File: src/rtl/rr_bus_arbiter_4req_if.sv
// Requester/consumer bundle for the 4-way round-robin write-path arbiter.
// master is the arbiter side; slave is the requester/consumer side.
interface rr_bus_arbiter_4req_if #(
    parameter int DATA_WIDTH = 32
);
    logic [3:0]            req;
    logic [DATA_WIDTH-1:0] inA;
    logic [DATA_WIDTH-1:0] inB;
    logic [DATA_WIDTH-1:0] inC;
    logic [DATA_WIDTH-1:0] inD;
    logic                  ack;
    logic [3:0]            gnt;
    logic [1:0]            sel;
    logic [DATA_WIDTH-1:0] out;
    logic                  valid;

    modport master (
        input  req, inA, inB, inC, inD, ack,
        output gnt, sel, out, valid
    );

    modport slave (
        output req, inA, inB, inC, inD, ack,
        input  gnt, sel, out, valid
    );
endinterface

File: src/rtl/rr_bus_arbiter_4req.sv
// Round-robin arbiter for a shared write path: four requesters, one
// registered grant, valid/ack handshake and a per-grant hold limit.
module rr_bus_arbiter_4req #(
    parameter int DATA_WIDTH = 32,
    parameter int MAX_HOLD   = 4
) (
    input logic                 Clk,
    input logic                 Rst,
    rr_bus_arbiter_4req_if.master bus
);
    localparam logic [0:0] IDLE     = 1'b0;
    localparam logic [0:0] GRANT    = 1'b1;
    localparam logic [4:0] HOLD_LIM = 5'(MAX_HOLD);

    logic [0:0] state;
    logic [3:0] gnt;
    logic [1:0] sel;
    logic [1:0] last;
    logic [3:0] hold_cnt;

    logic            owner_req;
    logic            valid;
    logic            xfer;
    logic [3:0]      own_oh;
    logic            others_req;
    logic [4:0]      hold_nx;
    logic            hold_hit;
    logic            force_rel;
    logic [1:0]      idle_pick;
    logic [1:0]      rel_pick;
    logic [DATA_WIDTH-1:0] out_mux;

    // First set request strictly after base, wrapping; base itself is last.
    function automatic logic [1:0] rr_pick(
        input logic [3:0] r,
        input logic [1:0] base
    );
        logic [1:0] idx;
        logic       found;
        rr_pick = base;
        found   = 1'b0;
        for (int i = 1; i <= 4; i++) begin
            idx = base + 2'(i);
            if (!found && r[idx]) begin
                rr_pick = idx;
                found   = 1'b1;
            end
        end
    endfunction

    assign owner_req  = bus.req[sel];
    assign valid      = (state == GRANT) && owner_req;
    assign xfer       = valid && bus.ack;
    assign own_oh     = 4'b0001 << sel;
    assign others_req = |(bus.req & ~own_oh);
    assign hold_nx    = {1'b0, hold_cnt} + 5'd1;
    // >= so a saturated counter still yields to a late contender
    assign hold_hit   = hold_nx >= HOLD_LIM;
    assign force_rel  = xfer && hold_hit && others_req;
    assign idle_pick  = rr_pick(bus.req, last);
    assign rel_pick   = rr_pick(bus.req, sel);

    always_comb begin
        out_mux = bus.inA;
        case (sel)
            2'd0:    out_mux = bus.inA;
            2'd1:    out_mux = bus.inB;
            2'd2:    out_mux = bus.inC;
            default: out_mux = bus.inD;
        endcase
    end

    always_ff @(posedge Clk or posedge Rst) begin
        if (Rst) begin
            state    <= IDLE;
            gnt      <= 4'b0000;
            sel      <= 2'd0;
            last     <= 2'd3;
            hold_cnt <= 4'd0;
        end else begin
            case (state)
                IDLE: begin
                    if (|bus.req) begin
                        state    <= GRANT;
                        gnt      <= 4'b0001 << idle_pick;
                        sel      <= idle_pick;
                        hold_cnt <= 4'd0;
                    end
                end
                default: begin
                    if (!owner_req) begin
                        last     <= sel;
                        hold_cnt <= 4'd0;
                        if (|bus.req) begin
                            gnt <= 4'b0001 << rel_pick;
                            sel <= rel_pick;
                        end else begin
                            state <= IDLE;
                            gnt   <= 4'b0000;
                        end
                    end else if (force_rel) begin
                        last     <= sel;
                        gnt      <= 4'b0001 << rel_pick;
                        sel      <= rel_pick;
                        hold_cnt <= 4'd0;
                    end else if (xfer && hold_cnt != 4'd15) begin
                        hold_cnt <= hold_cnt + 4'd1;
                    end
                end
            endcase
        end
    end

    assign bus.gnt   = gnt;
    assign bus.sel   = sel;
    assign bus.out   = out_mux;
    assign bus.valid = valid;
endmodule

File: src/flat_wrapper.sv
// flat-port wrapper written by rule: the top's interface ports become plain ports
module rr_bus_arbiter_4req_flat 
#(
    parameter int DATA_WIDTH = 32,
    parameter int MAX_HOLD   = 4
)
  (Clk, Rst, bus_req, bus_inA, bus_inB, bus_inC, bus_inD, bus_ack, bus_gnt, bus_sel, bus_out, bus_valid);
  rr_bus_arbiter_4req_if #(.DATA_WIDTH(DATA_WIDTH)) bus_i ();
  input logic Clk;
  input logic Rst;
  input wire logic [$bits(bus_i.req)-1:0] bus_req;
  input wire logic [$bits(bus_i.inA)-1:0] bus_inA;
  input wire logic [$bits(bus_i.inB)-1:0] bus_inB;
  input wire logic [$bits(bus_i.inC)-1:0] bus_inC;
  input wire logic [$bits(bus_i.inD)-1:0] bus_inD;
  input wire logic [$bits(bus_i.ack)-1:0] bus_ack;
  output wire logic [$bits(bus_i.gnt)-1:0] bus_gnt;
  output wire logic [$bits(bus_i.sel)-1:0] bus_sel;
  output wire logic [$bits(bus_i.out)-1:0] bus_out;
  output wire logic [$bits(bus_i.valid)-1:0] bus_valid;
  assign bus_i.req = bus_req;
  assign bus_i.inA = bus_inA;
  assign bus_i.inB = bus_inB;
  assign bus_i.inC = bus_inC;
  assign bus_i.inD = bus_inD;
  assign bus_i.ack = bus_ack;
  assign bus_gnt = bus_i.gnt;
  assign bus_sel = bus_i.sel;
  assign bus_out = bus_i.out;
  assign bus_valid = bus_i.valid;
  rr_bus_arbiter_4req #(.DATA_WIDTH(DATA_WIDTH), .MAX_HOLD(MAX_HOLD)) u_core (.Clk(Clk), .Rst(Rst), .bus(bus_i));
endmodule
File: config.mk
export PLATFORM = sky130hd
export DESIGN_NAME = rr_bus_arbiter_4req_flat
export DESIGN_NICKNAME = d
export VERILOG_FILES = /design/src/rtl/rr_bus_arbiter_4req_if.sv /design/src/rtl/rr_bus_arbiter_4req.sv /design/src/flat_wrapper.sv
export SDC_FILE = /design/constraint.sdc
export NUM_CORES = 1
export LEC_CHECK = 0
export ABC_AREA = 1
export CORE_MARGIN = 5
export CORE_UTILIZATION = 34
export CTS_BUF_LIST = sky130_fd_sc_hd__clkbuf_8
export DETAILED_ROUTE_END_ITERATION = 12
export HOLD_SLACK_MARGIN = 0.15
export PLACE_DENSITY = 0.83
export SLEW_MARGIN = 20
export SYNTH_ARGS = -nofsm -noshare
export SYNTH_HDL_FRONTEND = slang
export SYNTH_SLANG_ARGS = --single-unit
File: constraint.sdc
create_clock -name Clk -period 2.12 [get_ports Clk]
set_clock_uncertainty 0.05 [all_clocks]
set_input_delay 0.318 -clock Clk [delete_from_list [all_inputs] [get_ports Clk]]
set_output_delay 0.318 -clock Clk [all_outputs]
set_load 0.05 [all_outputs]
==> results of run 1 <==
==> Yosys cell counts (all sizes together) <==
| master | number | share of area [%] |
|---|---|---|
| nand3 | 23 | 7.3 |
| a211o | 1 | 0.42 |
| nor2 | 17 | 4.4 |
| xor2 | 1 | 0.42 |
| clkbuf | 17 | 3.1 |
| or2 | 1 | 0.30 |
| nand4 | 4 | 1.2 |
| a21oi | 41 | 10 |
| o21ai | 41 | 10 |
| a22o | 32 | 13 |
| ha | 6 | 3.6 |
| dfstp | 2 | 2.5 |
| buf | 3 | 0.72 |
| dfrtp | 11 | 13 |
| o22ai | 1 | 0.30 |
| nand2 | 119 | 24 |
| inv | 24 | 4.3 |
==> state kept, by name (all words and copies together), names as in the netlist <==
signal	count
u_core.state	1
u_core.hold_cnt	4
u_core.bus.gnt	4
u_core.bus.sel	2
u_core.last	2
==> kinds of logic (layout without fill, tap and decap cells) <==
logic type,Yosys count,after routing,share of synthesized area [%]
simple gates,164,164,37.5
compound gates,116,116,34.5
buf+inv,44,219,8.13
flops,13,13,15.8
fa+ha+maj,6,6,3.61
xor+xnor,1,1,0.422
==> power breakdown <==
group / switching (uW) / internal (uW) / total [uW]
registers: 151 / 384 / 535
logic: 5430 / 4130 / 9560
clock network: 100 / 129 / 229
==> metal layers <==
metal / vias to the layer above / wire [um] / global-route usage, %
li1: 1542 / - / -
met4: 2 / 361 / 9.48
met1: 1596 / 4860 / 37.3
met2: 165 / 6270 / 53.9
met5: - / 12 / 0
met3: 34 / 1060 / 7.62
==> how the worst max path moves through the flow <==
stage,to,start,slack (ps)
after floorplan,bus_out[11],u_core.bus.sel[0],0.6
after global placement,bus_out[8],u_core.bus.sel[0],100
after detailed placement,u_core.bus.sel[1],bus_req[2],20
after CTS,bus_out[22],u_core.bus.sel[0],-30
after global routing,bus_out[23],u_core.bus.sel[0],-80
final,bus_out[8],u_core.bus.sel[0],-40
==> worst reg2reg max path, delay by kind of cell (launching register included) <==
kind,cells,cell delay [ps]
buf+inv,2,180
simple gates,12,1070
flops,1,630
==> per-stage QoR <==
| stage | cells | area (um^2) | total power (uW) |
|---|---|---|---|
| 2_1_floorplan | 344 | 2480 | 5980 |
| 3_3_place_gp | 584 | 4660 | 9230 |
| 3_5_place_dp | 584 | 4660 | 9410 |
| 4_1_cts | 592 | 4950 | 10200 |
| 5_1_grt | 594 | 4980 | 10800 |
| 6_report | 594 | 4980 | 10300 |
==> cell type report <==
cell class              instances  area [um^2]
fillers                       341          938
clock inverters                 1         3.75
flip-flops and latches         13          333
multi-input cells             287         2120
inverters                      24          100
repair buffers                191         2290
well taps                      75         93.8
clock buffers                   3         41.3
==> timing repair <==
action	CTS	global route
endpoints found under the setup margin	32	36
buffers inserted	3	2
gates cloned	1	0
gates resized for setup	48	3
pin swaps	5	8
==> summary.txt, run 1 <==
Rel. slew slack: 66.0%
Die Footprint: 7770 um^2
Buffers on Ports: 173
Final Hold Fails: 0
RePlAce Congestion: 0.923
Clock sinks: 13
Cts hold-fix bufs: 0
Later-pin clock latency in the skew report: 250 ps
Initial antenna violation count: 1
CP Buf/Inv Count: 2
Clock Path Buffers: 2
TritonCTS clock tree: done
Post-synthesis sequential area ratio: 15.8%
Flops & latches, synth: 13
Area growth syn-to-layout: 140%
Core footprint: 5920 um^2
WHS: 342 ps
Final Critical Period: 2160 ps
Worst r2r path cells: 14
Most frequent cells in the layout: 139 x clkdlybuf4s50_1, 104 x nand2_1, 38 x buf_12
TNS Setup: -232 ps
Vias: 3,339
Most used cell, CP: buf_12
Die height: 88.2 um
LEAKAGE: 0.00207 uW
Reg2reg end: u_core.bus.gnt[1]
RSZ-0062 raised after global routing: true
Warnings from Yosys: 0
Failing checks: setup timing
Fin nets: 661
Worst-Margin Slew: 510 ps
WL/cell: 21.2 um
Initial Util: 35.1%
DP Wirelength: 9.36 mm
Post-route ant nets: 0
Post-Synthesis Cell Area: 2080 um^2
Fin worst setup slack: -35.3 ps
R2r startpoint: u_core.last[0]
CP delay by family, top: flip-flops
Global-route wire length before repair: 18.4 mm
Worst setup SP type: flop
Number of global-route vias before repair: 3,297
Most common cell after layout, fill and taps aside: clkdlybuf4s50_1
Total of max-cap violations: 0
Power Density: 2070 nW/um^2
Final WL: 12.6 mm
Worst-path maximum fanout: 19
Max IR drop VDD: 1750 uV
HP Class: in2async
Max Slew Vio Count: 0
Pin count of the biggest net entering global routing: 22
Final core area utilization: 84.2%
DRT iter0 DRCs: 194
CP Capture Type: primary output
Inserted Diodes: 0
H-tree depth: 1
Peak Freq: 0.464 GHz
Clock transition at path regs: 60 ps
Worst EP arrival: 1790 ps
WP depth: 6
Pre-CTS setup slack: 19.2 ps
Final period util: 102%
Grt total ovfl: 0
Status: complete, but fails checks
Via/cell ratio: 5.62
Distinct cells, synth: 28
Num CTS Buffers: 3
Residual DRC: 0
Setup CP Type: reg2out
DR pass1 iterations: 4
Cells after Synth: 344
IO Pins: 174
WP data required: 1750 ps
Clock Tree Root: clkbuf_8
Final setup fails: 18
Critical path's slowest cell: dfrtp_4
Die width: 88.2 um
Avg Inst Size Synth: 6.04 um^2
Gr usage total: 30.9%
Slowest stage delay, CP: 530 ps
Post-Syn Nets: 485
Share of layout cells above drive strength 1: 32.0%
Critical path cell sequence: ha_4, buf_12, a22o_1, a21oi_4, o21ai_4, buf_12
Worst-case register-to-register setup slack: 140 ps
Row Count: 28
(Power assumes the default switching activity.)
==> run 2, diff against run 1 <==
HOLD_SLACK_MARGIN = 0.12   (was 0.15)
==> results of run 2 <==
No change in the layout: final DEF, timing and power equal those of run 1.
